<file path="config.mk">
export PLATFORM = sky130hd
export DESIGN_NAME = memory_access_unit
export DESIGN_NICKNAME = d
export VERILOG_FILES = /design/src/rtl/memory_access_unit.sv
export SDC_FILE = /design/constraint.sdc
export NUM_CORES = 1
export LEC_CHECK = 0
export CAP_MARGIN = 20
export CELL_PAD_IN_SITES_DETAIL_PLACEMENT = 0
export CELL_PAD_IN_SITES_GLOBAL_PLACEMENT = 2
export CORE_MARGIN = 2
export CORE_UTILIZATION = 28
export CTS_CLUSTER_DIAMETER = 150
export DETAILED_ROUTE_END_ITERATION = 10
export GPL_TIMING_DRIVEN = 0
export PLACE_DENSITY_LB_ADDON = 0.1
export RECOVER_POWER = 50
export SYNTH_ARGS = -nofsm -noshare
export SYNTH_HDL_FRONTEND = slang
export SYNTH_SLANG_ARGS = --single-unit
</file>
<file path="constraint.sdc">
create_clock -name clock -period 4 [get_ports clock]
set_clock_uncertainty 0.2 [all_clocks]
set_input_delay 0.6 -clock clock [delete_from_list [all_inputs] [get_ports clock]]
set_output_delay 0.6 -clock clock [all_outputs]
set_load 0.1 [all_outputs]
</file>
<file path="src/rtl/memory_access_unit.sv">
// memory_access_unit: initiator side of the word-wide data-memory port.
// Turns byte/halfword/word loads and stores into word accesses. Sub-word stores
// read the word, merge the new lane and write it back. Misaligned, illegal-size
// or out-of-range requests answer with resp_error and never reach memory.
// Optional feature: define MAU_LAST_WORD_BYPASS_EN to keep a one-entry
// last-word buffer; a load or sub-word store that hits it skips READ/MERGE.
//
// state    | meaning
// ST_IDLE  | ready for a request, memory port idle
// ST_READ  | word address driven for a read
// ST_MERGE | read data valid: finish load or build merged store word
// ST_WRITE | write strobe asserted with the full word
module memory_access_unit #(
    parameter int unsigned WORD_LIMIT = 1024
) (
    input  logic        clock,
    input  logic        reset,
    input  logic        req_valid,
    output logic        req_ready,
    input  logic        req_write,
    input  logic [1:0]  req_size,
    input  logic        req_signed,
    input  logic [31:0] req_address,
    input  logic [31:0] req_wdata,
    output logic        resp_valid,
    output logic        resp_error,
    output logic [31:0] resp_rdata,
    output logic [29:0] mem_address,
    output logic        mem_write_enable,
    output logic [31:0] mem_write_input,
    input  logic [31:0] mem_read_result
);
    localparam logic [1:0] ST_IDLE  = 2'd0;
    localparam logic [1:0] ST_READ  = 2'd1;
    localparam logic [1:0] ST_MERGE = 2'd2;
    localparam logic [1:0] ST_WRITE = 2'd3;

    localparam logic [1:0] SZ_BYTE = 2'd0;
    localparam logic [1:0] SZ_HALF = 2'd1;
    localparam logic [1:0] SZ_WORD = 2'd2;

    logic [1:0]  state_q, state_d;
    logic        write_q, write_d;
    logic [1:0]  size_q, size_d;
    logic        signed_q, signed_d;
    logic [31:0] addr_q, addr_d;
    logic [31:0] wdata_q, wdata_d;
    logic [31:0] wbuf_q, wbuf_d;
    logic        resp_valid_q, resp_valid_d;
    logic        resp_error_q, resp_error_d;
    logic [31:0] resp_rdata_q, resp_rdata_d;

    logic        req_err;
    logic        byp_hit;
    logic [31:0] byp_word;

    // Pick the addressed lane out of a word and sign/zero-extend it.
    function automatic logic [31:0] extract(input logic [31:0] word, input logic [1:0] size,
                                            input logic sign, input logic [1:0] lane);
        logic [31:0] shifted;
        logic [31:0] result;
        case (size)
            SZ_BYTE: begin
                shifted = word >> {lane, 3'b000};
                result  = {{24{sign & shifted[7]}}, shifted[7:0]};
            end
            SZ_HALF: begin
                shifted = word >> {lane[1], 4'b0000};
                result  = {{16{sign & shifted[15]}}, shifted[15:0]};
            end
            default: result = word;
        endcase
        return result;
    endfunction

    // Replace the addressed byte/halfword lane of a word with right-justified data.
    function automatic logic [31:0] merge(input logic [31:0] word, input logic [1:0] size,
                                          input logic [1:0] lane, input logic [31:0] data);
        logic [31:0] mask;
        logic [4:0]  sh;
        if (size == SZ_BYTE) begin
            sh   = {lane, 3'b000};
            mask = 32'h0000_00FF << sh;
        end else begin
            sh   = {lane[1], 4'b0000};
            mask = 32'h0000_FFFF << sh;
        end
        return (word & ~mask) | ((data << sh) & mask);
    endfunction

    // Request legality: size, alignment and word range.
    always_comb begin
        req_err = (req_size == 2'b11)
                | ((req_size == SZ_HALF) && req_address[0])
                | ((req_size == SZ_WORD) && (req_address[1:0] != 2'b00))
                | ({2'b00, req_address[31:2]} >= WORD_LIMIT);
    end

`ifdef MAU_LAST_WORD_BYPASS_EN
    logic        byp_valid_q, byp_valid_d;
    logic [29:0] byp_idx_q, byp_idx_d;
    logic [31:0] byp_data_q, byp_data_d;

    assign byp_hit  = byp_valid_q && (byp_idx_q == req_address[31:2]);
    assign byp_word = byp_data_q;

    // Track the last word seen on the memory port, by read or by write.
    always_comb begin
        byp_valid_d = byp_valid_q;
        byp_idx_d   = byp_idx_q;
        byp_data_d  = byp_data_q;
        if (state_q == ST_MERGE) begin
            byp_valid_d = 1'b1;
            byp_idx_d   = addr_q[31:2];
            byp_data_d  = mem_read_result;
        end else if (state_q == ST_WRITE) begin
            byp_valid_d = 1'b1;
            byp_idx_d   = addr_q[31:2];
            byp_data_d  = wbuf_q;
        end
    end

    // Buffer registers; the entry is invalidated by reset.
    always_ff @(posedge clock) begin
        if (!reset) begin
            byp_valid_q <= 1'b0;
            byp_idx_q   <= '0;
            byp_data_q  <= '0;
        end else begin
            byp_valid_q <= byp_valid_d;
            byp_idx_q   <= byp_idx_d;
            byp_data_q  <= byp_data_d;
        end
    end
`else
    assign byp_hit  = 1'b0;
    assign byp_word = 32'h0000_0000;
`endif

    // Access sequencing: accept, read, merge/extract, write, respond.
    always_comb begin
        state_d      = state_q;
        write_d      = write_q;
        size_d       = size_q;
        signed_d     = signed_q;
        addr_d       = addr_q;
        wdata_d      = wdata_q;
        wbuf_d       = wbuf_q;
        resp_valid_d = 1'b0;
        resp_error_d = resp_error_q;
        resp_rdata_d = resp_rdata_q;
        case (state_q)
            ST_IDLE: begin
                if (req_valid) begin
                    write_d  = req_write;
                    size_d   = req_size;
                    signed_d = req_signed;
                    addr_d   = req_address;
                    wdata_d  = req_wdata;
                    if (req_err) begin
                        resp_valid_d = 1'b1;
                        resp_error_d = 1'b1;
                        resp_rdata_d = '0;
                    end else if (req_write && (req_size == SZ_WORD)) begin
                        wbuf_d  = req_wdata;
                        state_d = ST_WRITE;
                    end else if (byp_hit && !req_write) begin
                        resp_valid_d = 1'b1;
                        resp_error_d = 1'b0;
                        resp_rdata_d = extract(byp_word, req_size, req_signed, req_address[1:0]);
                    end else if (byp_hit) begin
                        wbuf_d  = merge(byp_word, req_size, req_address[1:0], req_wdata);
                        state_d = ST_WRITE;
                    end else begin
                        state_d = ST_READ;
                    end
                end
            end
            ST_READ: state_d = ST_MERGE;
            ST_MERGE: begin
                if (write_q) begin
                    wbuf_d  = merge(mem_read_result, size_q, addr_q[1:0], wdata_q);
                    state_d = ST_WRITE;
                end else begin
                    resp_valid_d = 1'b1;
                    resp_error_d = 1'b0;
                    resp_rdata_d = extract(mem_read_result, size_q, signed_q, addr_q[1:0]);
                    state_d      = ST_IDLE;
                end
            end
            ST_WRITE: begin
                resp_valid_d = 1'b1;
                resp_error_d = 1'b0;
                resp_rdata_d = '0;
                state_d      = ST_IDLE;
            end
            default: state_d = ST_IDLE;
        endcase
    end

    // State and response registers; reset drops any in-flight access.
    always_ff @(posedge clock) begin
        if (!reset) begin
            state_q      <= ST_IDLE;
            write_q      <= 1'b0;
            size_q       <= '0;
            signed_q     <= 1'b0;
            addr_q       <= '0;
            wdata_q      <= '0;
            wbuf_q       <= '0;
            resp_valid_q <= 1'b0;
            resp_error_q <= 1'b0;
            resp_rdata_q <= '0;
        end else begin
            state_q      <= state_d;
            write_q      <= write_d;
            size_q       <= size_d;
            signed_q     <= signed_d;
            addr_q       <= addr_d;
            wdata_q      <= wdata_d;
            wbuf_q       <= wbuf_d;
            resp_valid_q <= resp_valid_d;
            resp_error_q <= resp_error_d;
            resp_rdata_q <= resp_rdata_d;
        end
    end

    assign req_ready        = (state_q == ST_IDLE);
    assign resp_valid       = resp_valid_q;
    assign resp_error       = resp_error_q;
    assign resp_rdata       = resp_rdata_q;
    assign mem_address      = (state_q == ST_IDLE) ? 30'd0 : addr_q[31:2];
    assign mem_write_enable = (state_q == ST_WRITE);
    assign mem_write_input  = wbuf_q;

endmodule

</file>
==> impl_metrics.prom, run 1 <==
# TYPE chip_impl_metric gauge
chip_impl_metric{name="worst-path-max-fanout",unit=""} 10
chip_impl_metric{name="num_io_pins",unit=""} 201
chip_impl_info{name="synth_top_area_cell",value="sky130_fd_sc_hd__dfxtp_1"} 1
chip_impl_metric{name="row_count",unit=""} 53
chip_impl_metric{name="power_spent_charging_and_discharging_nets",unit="mW"} 0.788
chip_impl_metric{name="synth-warning-count",unit=""} 0
chip_impl_metric{name="final_net_count",unit=""} 1063
chip_impl_metric{name="totalNegativeSetupSlack",unit="ns"} 0
chip_impl_metric{name="p_leak",unit="nW"} 3.51
chip_impl_metric{name="irDropWorstVdd",unit="µV"} 287
chip_impl_metric{name="antenna_found_initial",unit=""} 2
chip_impl_info{name="cts_tree",value="built"} 1
chip_impl_info{name="status",value="complete, but fails checks"} 1
chip_impl_info{name="worst_path_max_delay_cell",value="sky130_fd_sc_hd__clkdlybuf4s50_1"} 1
chip_impl_info{name="cp_top_family",value="buffers and inverters"} 1
chip_impl_metric{name="firstDrtPassIters",unit=""} 5
chip_impl_metric{name="area_delta_synth_final",unit="%"} 46.9
chip_impl_metric{name="gr-total-overflow",unit=""} 0
chip_impl_metric{name="synth.yosys.seq_area_share",unit=""} 0.395
chip_impl_info{name="violations",value="max-capacitance violations, max-slew violations"} 1
chip_impl_info{name="critical_path.cell_chain",value="nor2_1, clkbuf_1, clkdlybuf4s50_1"} 1
chip_impl_metric{name="cts_hold_repair.buffers",unit=""} 0
chip_impl_metric{name="worstPathArrival",unit="ns"} 2.84
chip_impl_metric{name="r2r_setup_slk",unit="ns"} 1.00
chip_impl_metric{name="clkSinkCount",unit=""} 120
chip_impl_metric{name="dieWidth",unit="µm"} 151
chip_impl_metric{name="pwr-share-clk",unit=""} 0.486
chip_impl_info{name="reg2reg_from",value="state_q[1]$_SDFFE_PN0P_"} 1
chip_impl_metric{name="required_worst_endpoint",unit="ns"} 3.20
chip_impl_metric{name="tmin_final",unit="ns"} 3.64
chip_impl_metric{name="vias",unit=""} 6070
chip_impl_metric{name="tightest_slew",unit="ns"} 1.64
chip_impl_metric{name="post-cts-setup-buffers",unit=""} 0
chip_impl_info{name="startpoint_type",value="flop"} 1
chip_impl_metric{name="timing.final.max_slew_violations",unit=""} 10
chip_impl_metric{name="clk-insertion-delay-late",unit="ns"} 0.41
chip_impl_info{name="cp-end-kind",value="output pin"} 1
chip_impl_metric{name="syn_inst",unit=""} 742
chip_impl_metric{name="power_density",unit="nW/µm²"} 354
chip_impl_metric{name="ys_types",unit=""} 44
chip_impl_metric{name="synth-seq-cells",unit=""} 120
chip_impl_metric{name="core",unit="µm²"} 21200
chip_impl_metric{name="share_of_post_route_cells_with_drive_strength_above_1",unit=""} 0.0721
chip_impl_metric{name="critical_path.n_buffers_inverters",unit=""} 2
chip_impl_metric{name="initial_drt_markers",unit=""} 359
chip_impl_metric{name="drt-total-wl",unit="µm"} 23700
chip_impl_metric{name="post_drt_wl_per_cell",unit="µm"} 19.0
chip_impl_metric{name="setup_viol_count_final",unit=""} 0
chip_impl_metric{name="final_period_util",unit=""} 0.909
chip_impl_info{name="grt_setup_unrepaired",value="no"} 1
chip_impl_metric{name="globalRouteTotalUtil",unit=""} 0.205
chip_impl_metric{name="comb_power_share",unit=""} 0.118
chip_impl_metric{name="tritoncts.num_buffers",unit=""} 17
chip_impl_info{name="r2r_end",value="mem_write_input[25]$_SDFFE_PN0P_"} 1
chip_impl_metric{name="post-dp-hpwl",unit="µm"} 18900
chip_impl_info{name="min-delay-start",value="addr_q[4]$_SDFFE_PN0P_"} 1
chip_impl_metric{name="grt_start_max_net_pins",unit=""} 17
chip_impl_metric{name="finalWeightedCongestion",unit=""} 0.851
chip_impl_metric{name="dieHeight",unit="µm"} 151
chip_impl_metric{name="die_area",unit="µm²"} 22900
chip_impl_metric{name="pwr-share-seq",unit=""} 0.395
chip_impl_metric{name="ant_nets",unit=""} 0
chip_impl_metric{name="cts_htree_levels",unit=""} 4
chip_impl_metric{name="port_buffers",unit=""} 199
chip_impl_info{name="timing_worst_setup_path_type",value="reg2out"} 1
chip_impl_metric{name="grt_first_pass_wirelength",unit="µm"} 34700
chip_impl_metric{name="postCtsResizedCells",unit=""} 0
chip_impl_metric{name="drc_errors",unit=""} 0
chip_impl_metric{name="count_of_max_cap_constraint_violations",unit=""} 1
chip_impl_metric{name="drt-vias-per-instance",unit=""} 4.86
chip_impl_metric{name="synth_top_cell_area_share",unit=""} 0.395
chip_impl_metric{name="synthesis.area_per_instance",unit="µm²"} 8.19
chip_impl_metric{name="hold-path-cell-count",unit=""} 2
chip_impl_metric{name="synth_nets",unit=""} 845
chip_impl_metric{name="longest_individual_stage_delay_on_the_worst_path",unit="ns"} 1.22
chip_impl_metric{name="max-slew-margin-rel",unit=""} -0.103
chip_impl_metric{name="syn_area",unit="µm²"} 6080
chip_impl_info{name="worst_hold_path_type",value="reg2reg"} 1
chip_impl_metric{name="sw_frac_of_total",unit=""} 0.250
chip_impl_metric{name="p_int",unit="mW"} 2.37
chip_impl_metric{name="finish.utilization",unit=""} 0.422
chip_impl_metric{name="max-clock-path-buffers",unit=""} 2
chip_impl_metric{name="reg2regPathDepth",unit=""} 6
chip_impl_info{name="cts.root.buffer_cell",value="sky130_fd_sc_hd__clkbuf_16"} 1
chip_impl_info{name="critPathLaunch",value="state_q[1]$_SDFFE_PN0P_"} 1
chip_impl_metric{name="clk_transition_reported_paths",unit="ns"} 0.06
chip_impl_metric{name="hold_viol_final",unit=""} 0
chip_impl_info{name="synthTopCellsByArea",value="sky130_fd_sc_hd__dfxtp_1 40%, sky130_fd_sc_hd__nand2_1 12%, sky130_fd_sc_hd__mux2i_1 8.4%"} 1
chip_impl_metric{name="first_global_vias",unit=""} 6037
chip_impl_metric{name="achievable-frequency",unit="MHz"} 275
chip_impl_info{name="whs_endpoint",value="addr_q[4]$_SDFFE_PN0P_"} 1
chip_impl_metric{name="initial_util",unit=""} 0.287
cell usage after synthesis (all sizes together):
library cell	number
a211oi	1
a21boi	52
a21o	9
a21oi	25
a22o	24
a31o	8
a31oi	8
a32oi	1
and2	12
buf	34
clkbuf	28
dfxtp	120
inv	17
mux2	8
mux2i	51
nand2	201
nand2b	13
nand3	2
nand3b	1
nand4bb	1
nor2	22
nor2b	31
nor3	1
nor4	5
o211ai	1
o21ai	36
o21ba	2
o21bai	1
o221ai	23
o2bb2ai	1
o31a	1
o31ai	1
or4b	1
layout make-up:
| type | instances | area, µm² |
|---|---|---|
| clock inverters | 8 | 96.3 |
| inverters | 17 | 63.8 |
| fillers | 2171 | 12200 |
| flip-flops and latches | 120 | 2400 |
| plain buffers | 62 | 274 |
| clock buffers | 22 | 484 |
| repair buffers | 199 | 1990 |
| well taps | 275 | 344 |
| multi-input cells | 543 | 3270 |
| diodes | 2 | 5.00 |
kinds of logic (layout without fill, tap and decap cells):
kind of cell    after synthesis  in the layout  synth area share
buf+inv                      79            308            0.0626
compound gates              194            194             0.232
simple gates                290            290             0.212
flops                       120            120             0.395
mux                          59             59            0.0988
other cells                   0              2                 0
tightest hold or removal path, cell delays in order (launching register included):
cell	delay (ns)
sky130_fd_sc_hd__dfxtp_1	0.30
sky130_fd_sc_hd__nand2_1	0.04
sky130_fd_sc_hd__a21boi_0	0.06
stage by stage:
stage | hold slack, ns | cells | area (µm²) | worst slack (ns) | power, mW
2_1_floorplan | 0.239 | 742 | 6080 | 0.549 | 1.45
3_3_place_gp | 0.247 | 1216 | 8420 | 0.795 | 1.65
3_5_place_dp | 0.251 | 1216 | 8420 | 0.782 | 1.65
4_1_cts | 0.259 | 1246 | 9000 | 0.328 | 3.18
5_1_grt | 0.275 | 1248 | 8930 | 0.196 | 3.27
6_report | 0.257 | 1248 | 8930 | 0.364 | 3.16
power groups by stage:
stage	registers [mW]	clock network [mW]	logic [mW]
after global placement	1.27	0	0.372
after floorplan	1.27	0	0.176
final	1.25	1.54	0.374
after CTS	1.25	1.55	0.378
after detailed placement	1.27	0	0.377
after global routing	1.25	1.61	0.408
state kept, by name (all words and copies together) (netlist names):
register / cells
state_q: 2
mem_write_input: 32
resp_valid: 1
wdata_q: 16
resp_rdata: 32
write_q: 1
resp_error: 1
addr_q: 32
size_q: 2
signed_q: 1
cells in the final DEF (no fill, tap or decap), types with 2 or more instances in the layout:
cell	n
sky130_fd_sc_hd__diode_2	2
sky130_fd_sc_hd__nand2_1	201
sky130_fd_sc_hd__buf_1	2
sky130_fd_sc_hd__and2_1	10
sky130_fd_sc_hd__nor4_1	5
sky130_fd_sc_hd__a21oi_1	24
sky130_fd_sc_hd__o21ai_1	12
sky130_fd_sc_hd__dfxtp_1	120
sky130_fd_sc_hd__and2_0	2
sky130_fd_sc_hd__clkbuf_1	42
sky130_fd_sc_hd__o221ai_1	23
sky130_fd_sc_hd__a21boi_0	52
sky130_fd_sc_hd__clkbuf_8	4
sky130_fd_sc_hd__a22o_1	24
sky130_fd_sc_hd__nor2_1	21
sky130_fd_sc_hd__clkdlybuf4s50_1	194
sky130_fd_sc_hd__bufinv_16	2
sky130_fd_sc_hd__buf_2	15
sky130_fd_sc_hd__mux2i_1	51
sky130_fd_sc_hd__dlygate4sd3_1	5
sky130_fd_sc_hd__clkbuf_16	17
sky130_fd_sc_hd__inv_1	17
sky130_fd_sc_hd__a21o_1	9
sky130_fd_sc_hd__mux2_2	8
sky130_fd_sc_hd__clkinv_2	4
sky130_fd_sc_hd__a31o_2	8
sky130_fd_sc_hd__buf_4	2
sky130_fd_sc_hd__nor2b_1	31
sky130_fd_sc_hd__nand2b_1	12
sky130_fd_sc_hd__o21ai_0	24
sky130_fd_sc_hd__nand3_1	2
sky130_fd_sc_hd__a31oi_1	7
sky130_fd_sc_hd__buf_6	2
per-layer routing:
metal | global-route usage | vias up | part of all wire
li1 | - | 2990 | -
met4 | 0.0607 | 0 | 0.012
met5 | 0 | - | 0
met2 | 0.324 | 169 | 0.45
met1 | 0.285 | 2894 | 0.49
met3 | 0.0349 | 17 | 0.045
worst max-delay path by stage:
stage	cells after the start	slack, ns	endpoint
after floorplan	3	0.55	mem_address[20]
after global placement	3	0.79	req_ready
after detailed placement	3	0.78	req_ready
after CTS	3	0.33	req_ready
after global routing	3	0.20	req_ready
final	3	0.36	req_ready
(Power assumes the default switching activity.)
==> inputs of run 2 (changes only) <==
- CTS_BUF_LIST: default -> sky130_fd_sc_hd__clkbuf_16
- SLEW_MARGIN: default -> 20
==> run 2 against run 1 <==
  * The run still ends with max-capacitance violations, max-slew violations left
  * Critical endpoint unchanged
  * Sequential power about the same
  * Register-to-register slack got worse by 0.02 ns
  * Largest cell class unchanged
  * Via count increased by 0.13%
  * Flip-flop and latch count unchanged
  * Final cell count unchanged
  * Combinational power about the same
  * Non-clock buffer count unchanged
  * Sequential share of layout area increased by 0.12 points
  * Total power decreased by 2.6%
==> impl_metrics.prom, run 2 (same netlist as run 1, synthesis figures left out) <==
# TYPE chip_impl_metric gauge
chip_impl_metric{name="post_drt_wl_per_cell",unit="µm"} 19.0
chip_impl_metric{name="tritoncts.num_buffers",unit=""} 17
chip_impl_metric{name="timing.final.max_slew_violations",unit=""} 10
chip_impl_metric{name="drt-total-wl",unit="µm"} 23700
chip_impl_metric{name="row_count",unit=""} 53
chip_impl_metric{name="dieHeight",unit="µm"} 151
chip_impl_metric{name="finalWeightedCongestion",unit=""} 0.851
chip_impl_metric{name="post-cts-setup-buffers",unit=""} 0
chip_impl_metric{name="port_buffers",unit=""} 199
chip_impl_metric{name="ant_nets",unit=""} 0
chip_impl_metric{name="cts_htree_levels",unit=""} 4
chip_impl_metric{name="worst-path-max-fanout",unit=""} 10
chip_impl_info{name="grt_setup_unrepaired",value="no"} 1
chip_impl_metric{name="totalNegativeSetupSlack",unit="ns"} 0
chip_impl_info{name="critPathLaunch",value="state_q[1]$_SDFFE_PN0P_"} 1
chip_impl_metric{name="clk_transition_reported_paths",unit="ns"} 0.06
chip_impl_metric{name="final_net_count",unit=""} 1063
chip_impl_metric{name="area.sequential",unit="µm²"} 2400
chip_impl_metric{name="place_worst_setup_slack",unit="ns"} 0.782
chip_impl_metric{name="num_io_pins",unit=""} 201
chip_impl_metric{name="firstDrtPassIters",unit=""} 5
chip_impl_metric{name="die_area",unit="µm²"} 22900
chip_impl_info{name="status",value="complete, but fails checks"} 1
chip_impl_metric{name="cts_hold_repair.buffers",unit=""} 0
chip_impl_metric{name="dieWidth",unit="µm"} 151
chip_impl_info{name="worst_path_max_delay_cell",value="sky130_fd_sc_hd__clkdlybuf4s50_1"} 1
chip_impl_metric{name="grt_start_max_net_pins",unit=""} 17
chip_impl_info{name="reg2reg_from",value="state_q[1]$_SDFFE_PN0P_"} 1
chip_impl_metric{name="drt-vias-per-instance",unit=""} 4.87
chip_impl_metric{name="timing.hold.ws",unit="ns"} 0.256
chip_impl_metric{name="area_delta_synth_final",unit="%"} 46.2
chip_impl_metric{name="max-slew-margin-rel",unit=""} -0.0939
chip_impl_info{name="cts.root.buffer_cell",value="sky130_fd_sc_hd__clkbuf_16"} 1
chip_impl_metric{name="tmin_final",unit="ns"} 3.64
chip_impl_metric{name="grt_first_pass_wirelength",unit="µm"} 34800
chip_impl_metric{name="post-place-cells",unit=""} 1216
chip_impl_metric{name="count_of_max_cap_constraint_violations",unit=""} 1
chip_impl_metric{name="final_critical_path_setup_slack",unit="ns"} 0.356
chip_impl_metric{name="share_of_post_route_cells_with_drive_strength_above_1",unit=""} 0.0680
chip_impl_info{name="startpoint_type",value="flop"} 1
chip_impl_info{name="mostFrequentLayoutCells",value="201 x sky130_fd_sc_hd__nand2_1, 194 x sky130_fd_sc_hd__clkdlybuf4s50_1, 120 x sky130_fd_sc_hd__dfxtp_1"} 1
chip_impl_metric{name="setup_viol_count_final",unit=""} 0
chip_impl_metric{name="finish.cell_count_without_fillers",unit=""} 1248
chip_impl_metric{name="initial_drt_markers",unit=""} 330
chip_impl_metric{name="worstPathArrival",unit="ns"} 2.84
chip_impl_info{name="timing_worst_setup_path_type",value="reg2out"} 1
chip_impl_metric{name="globalRouteTotalUtil",unit=""} 0.205
chip_impl_metric{name="required_worst_endpoint",unit="ns"} 3.20
chip_impl_info{name="cts_tree",value="built"} 1
chip_impl_metric{name="irDropWorstVdd",unit="µV"} 287
chip_impl_info{name="min-delay-start",value="addr_q[4]$_SDFFE_PN0P_"} 1
chip_impl_metric{name="final_period_util",unit=""} 0.911
chip_impl_info{name="critical_path.cell_chain",value="nor2_1, clkbuf_1, clkdlybuf4s50_1"} 1
chip_impl_metric{name="post-dp-hpwl",unit="µm"} 18900
chip_impl_metric{name="antenna_found_initial",unit=""} 2
chip_impl_metric{name="gr-total-overflow",unit=""} 0
chip_impl_metric{name="p_leak",unit="nW"} 3.49
chip_impl_metric{name="multiInputGateArea",unit="µm²"} 3270
chip_impl_metric{name="clkSinkCount",unit=""} 120
chip_impl_metric{name="first_global_vias",unit=""} 6045
chip_impl_metric{name="drc_errors",unit=""} 0
chip_impl_metric{name="achievable-frequency",unit="MHz"} 274
chip_impl_info{name="violations",value="max-capacitance violations, max-slew violations"} 1
chip_impl_info{name="worst_hold_path_type",value="reg2reg"} 1
chip_impl_metric{name="vias",unit=""} 6078
chip_impl_metric{name="fillerInstances",unit=""} 2177
chip_impl_metric{name="max-clock-path-buffers",unit=""} 2
chip_impl_metric{name="initial_util",unit=""} 0.287
chip_impl_metric{name="power_density",unit="nW/µm²"} 346
chip_impl_metric{name="core",unit="µm²"} 21200
chip_impl_info{name="mostFrequentLayoutCell",value="sky130_fd_sc_hd__nand2_1"} 1
chip_impl_metric{name="clk-insertion-delay-late",unit="ns"} 0.41
chip_impl_metric{name="postCtsResizedCells",unit=""} 0
chip_impl_metric{name="longest_individual_stage_delay_on_the_worst_path",unit="ns"} 1.22
chip_impl_metric{name="r2r_setup_slk",unit="ns"} 0.98
chip_impl_metric{name="hold_viol_final",unit=""} 0
chip_impl_info{name="cp-end-kind",value="output pin"} 1
chip_impl_metric{name="tightest_slew",unit="ns"} 1.62
[run 2: power by group]
group | internal, mW | switching, mW
logic | 0.172 | 0.202
clock network | 0.893 | 0.560
registers | 1.23 | 0.0227
[run 2: cell type report]
type,count,share of cell area
multi-input combinational,543,0.368
clock buffer,17,0.0479
buffer,62,0.0308
inverter,17,0.00718
antenna,2,0.000563
clock inverter,13,0.0130
timing repair buffer,199,0.224
tap,275,0.0387
sequential,120,0.270
[run 2: routing by layer]
metal  track usage  vias to the layer above  share of wire
li1              -                     2992              -
met1         0.285                     2914           0.49
met2         0.325                      153           0.45
met3        0.0349                       19          0.043
met4        0.0607                        0          0.014
met5             0                        -              0
[run 2: critical path: cells and delay by family (launching register included)]
kind,cells,cell delay [ns]
simple gates,1,0.43
buf+inv,2,1.63
flops,1,0.37
[run 2: path summary, 6_finish.rpt]
path / to / cells after the start
setup / recovery: req_ready / 3
hold / removal: addr_q[4]$_SDFFE_PN0P_ / 2
setup reg to reg: mem_write_input[25]$_SDFFE_PN0P_ / 6
hold reg to reg: addr_q[4]$_SDFFE_PN0P_ / 2
[run 2: stage by stage]
step / power, mW / util / area, µm²
global route: 3.18 / 0.420 / 8890
CTS: 3.10 / 0.423 / 8960
floorplan: 1.45 / - / 6080
finish: 3.08 / 0.420 / 8890
global placement: 1.65 / 0.398 / 8420
detailed placement: 1.65 / 0.398 / 8420
==> inputs of run 3 (changes only) <==
- RECOVER_POWER: 50 -> default
==> run 3 against run 2 <==
  * Worst setup slack improved by 0.0078 ns
  * Critical endpoint unchanged
  * Final cell count unchanged
  * Non-clock buffer count unchanged
  * Sequential share of layout area decreased by 0.22 points
  * Via count decreased by 0.39%
  * Combinational power about the same
  * Routed wire length decreased by 0.19%
  * Clock power about the same
  * Core utilization increased by 0.34 points
  * Clock-buffer cell count unchanged
  * Total power about the same
  * The run now ends clean
  * Cell area increased by 0.82%
==> impl_metrics.prom, run 3 (same netlist as run 1, synthesis figures left out) <==
# TYPE chip_impl_metric gauge
chip_impl_info{name="cp-end-kind",value="output pin"} 1
chip_impl_metric{name="sw_frac_of_total",unit=""} 0.255
chip_impl_metric{name="timing.hold.ws",unit="ns"} 0.255
chip_impl_metric{name="count_of_max_cap_constraint_violations",unit=""} 0
chip_impl_metric{name="achievable-frequency",unit="MHz"} 275
chip_impl_metric{name="worstPathArrival",unit="ns"} 2.84
chip_impl_metric{name="row_count",unit=""} 53
chip_impl_info{name="cts_tree",value="built"} 1
chip_impl_metric{name="post_drt_wl_per_cell",unit="µm"} 18.9
chip_impl_metric{name="antenna_found_initial",unit=""} 2
chip_impl_metric{name="finalWeightedCongestion",unit=""} 0.851
chip_impl_metric{name="place_worst_setup_slack",unit="ns"} 0.782
chip_impl_metric{name="max-slew-margin-rel",unit=""} 0.311
chip_impl_info{name="worst_hold_path_type",value="reg2reg"} 1
chip_impl_metric{name="drt-total-wl",unit="µm"} 23600
chip_impl_metric{name="final_critical_path_setup_slack",unit="ns"} 0.363
chip_impl_metric{name="drt-vias-per-instance",unit=""} 4.85
chip_impl_metric{name="firstDrtPassIters",unit=""} 6
chip_impl_metric{name="irDropWorstVdd",unit="µV"} 288
chip_impl_metric{name="post-cts-setup-buffers",unit=""} 0
chip_impl_info{name="cts.root.buffer_cell",value="sky130_fd_sc_hd__clkbuf_16"} 1
chip_impl_metric{name="postCtsResizedCells",unit=""} 0
chip_impl_metric{name="core",unit="µm²"} 21200
chip_impl_metric{name="dieHeight",unit="µm"} 151
chip_impl_info{name="startpoint_type",value="flop"} 1
chip_impl_metric{name="tmin_final",unit="ns"} 3.64
chip_impl_metric{name="power_spent_charging_and_discharging_nets",unit="mW"} 0.784
chip_impl_metric{name="pwr-share-seq",unit=""} 0.406
chip_impl_metric{name="pwr-share-clk",unit=""} 0.472
chip_impl_metric{name="ant_nets",unit=""} 0
chip_impl_metric{name="p_leak",unit="nW"} 3.53
chip_impl_metric{name="cts_hold_repair.buffers",unit=""} 0
chip_impl_metric{name="first_global_vias",unit=""} 6045
chip_impl_metric{name="port_buffers",unit=""} 199
chip_impl_metric{name="totalNegativeSetupSlack",unit="ns"} 0
chip_impl_metric{name="post-dp-hpwl",unit="µm"} 18900
chip_impl_metric{name="initial_util",unit=""} 0.287
chip_impl_metric{name="clk-insertion-delay-late",unit="ns"} 0.41
chip_impl_info{name="timing_worst_setup_path_type",value="reg2out"} 1
chip_impl_metric{name="die_area",unit="µm²"} 22900
chip_impl_metric{name="power_density",unit="nW/µm²"} 343
chip_impl_metric{name="grt_first_pass_wirelength",unit="µm"} 34800
chip_impl_metric{name="worst-path-max-fanout",unit=""} 10
chip_impl_metric{name="comb_power_share",unit=""} 0.122
chip_impl_metric{name="hold_viol_final",unit=""} 0
chip_impl_metric{name="clkSinkCount",unit=""} 120
chip_impl_info{name="mostFrequentLayoutCell",value="sky130_fd_sc_hd__nand2_1"} 1
chip_impl_metric{name="required_worst_endpoint",unit="ns"} 3.20
chip_impl_metric{name="setup_viol_count_final",unit=""} 0
chip_impl_metric{name="grt_start_max_net_pins",unit=""} 17
chip_impl_metric{name="max-clock-path-buffers",unit=""} 2
chip_impl_metric{name="share_of_post_route_cells_with_drive_strength_above_1",unit=""} 0.0844
chip_impl_metric{name="tritoncts.num_buffers",unit=""} 17
chip_impl_metric{name="timing.final.max_slew_violations",unit=""} 0
chip_impl_metric{name="tightest_slew",unit="ns"} 1.03
chip_impl_info{name="status",value="completed"} 1
chip_impl_metric{name="p_int",unit="mW"} 2.29
chip_impl_metric{name="num_io_pins",unit=""} 201
chip_impl_metric{name="clk_transition_reported_paths",unit="ns"} 0.06
chip_impl_metric{name="final_period_util",unit=""} 0.909
chip_impl_metric{name="cts_htree_levels",unit=""} 4
chip_impl_metric{name="dieWidth",unit="µm"} 151
chip_impl_info{name="mostFrequentLayoutCells",value="201 x sky130_fd_sc_hd__nand2_1, 199 x sky130_fd_sc_hd__clkdlybuf4s50_1, 120 x sky130_fd_sc_hd__dfxtp_1"} 1
chip_impl_metric{name="drc_errors",unit=""} 0
chip_impl_metric{name="gr-total-overflow",unit=""} 0
chip_impl_metric{name="final_net_count",unit=""} 1063
chip_impl_info{name="grt_setup_unrepaired",value="no"} 1
chip_impl_metric{name="initial_drt_markers",unit=""} 387
chip_impl_metric{name="globalRouteTotalUtil",unit=""} 0.205
chip_impl_metric{name="vias",unit=""} 6054
chip_impl_metric{name="area_delta_synth_final",unit="%"} 47.4
==> run 3: through the flow <==
step | power [mW] | cell area, µm² | util | std cells
floorplan | 1.45 | 6080 | - | 742
global placement | 1.65 | 8420 | 0.398 | 1216
detailed placement | 1.65 | 8420 | 0.398 | 1216
CTS | 3.10 | 8960 | 0.423 | 1246
global route | 3.19 | 8960 | 0.424 | 1248
finish | 3.08 | 8960 | 0.424 | 1248
==> run 3: per-layer routing <==
layer  vias up  share of wire  global-route usage
met4         0          0.014              0.0607
met3        22          0.053              0.0349
li1       2986              -                   -
met1      2878           0.48               0.285
met5         -              0                   0
met2       168           0.45               0.325
==> run 3: worst paths after layout <==
path	end	slack, ns	cells after the start	start
worst max-delay path	req_ready	0.36	3	state_q[1]$_SDFFE_PN0P_
worst min-delay path	addr_q[4]$_SDFFE_PN0P_	0.26	2	addr_q[4]$_SDFFE_PN0P_
worst max register to register	mem_write_input[29]$_SDFFE_PN0P_	1.75	7	addr_q[1]$_SDFFE_PN0P_
worst min register to register	addr_q[4]$_SDFFE_PN0P_	0.26	2	addr_q[4]$_SDFFE_PN0P_
==> run 3: power groups by stage <==
stage               clock (mW)  sequential [mW]  combinational (mW)
global placement             0             1.27               0.372
detailed placement           0             1.27               0.377
global route              1.53             1.25               0.411
finish                    1.45             1.25               0.377
CTS                       1.47             1.25               0.378
floorplan                    0             1.27               0.176
==> run 3: area by class of cell <==
class | count | area [µm²]
fillers | 2160 | 12200
multi-input cells | 543 | 3300
flip-flops and latches | 120 | 2400
repair buffers | 199 | 1990
clock buffers | 17 | 425
well taps | 275 | 344
plain buffers | 62 | 317
clock inverters | 13 | 115
inverters | 17 | 63.8
diodes | 2 | 5.00
==> run 3: critical path: stages, from the launching register on <==
cell                              delay, ns
sky130_fd_sc_hd__dfxtp_1               0.37
sky130_fd_sc_hd__nor2_1                0.42
sky130_fd_sc_hd__clkbuf_1              0.41
sky130_fd_sc_hd__clkdlybuf4s50_1       1.22
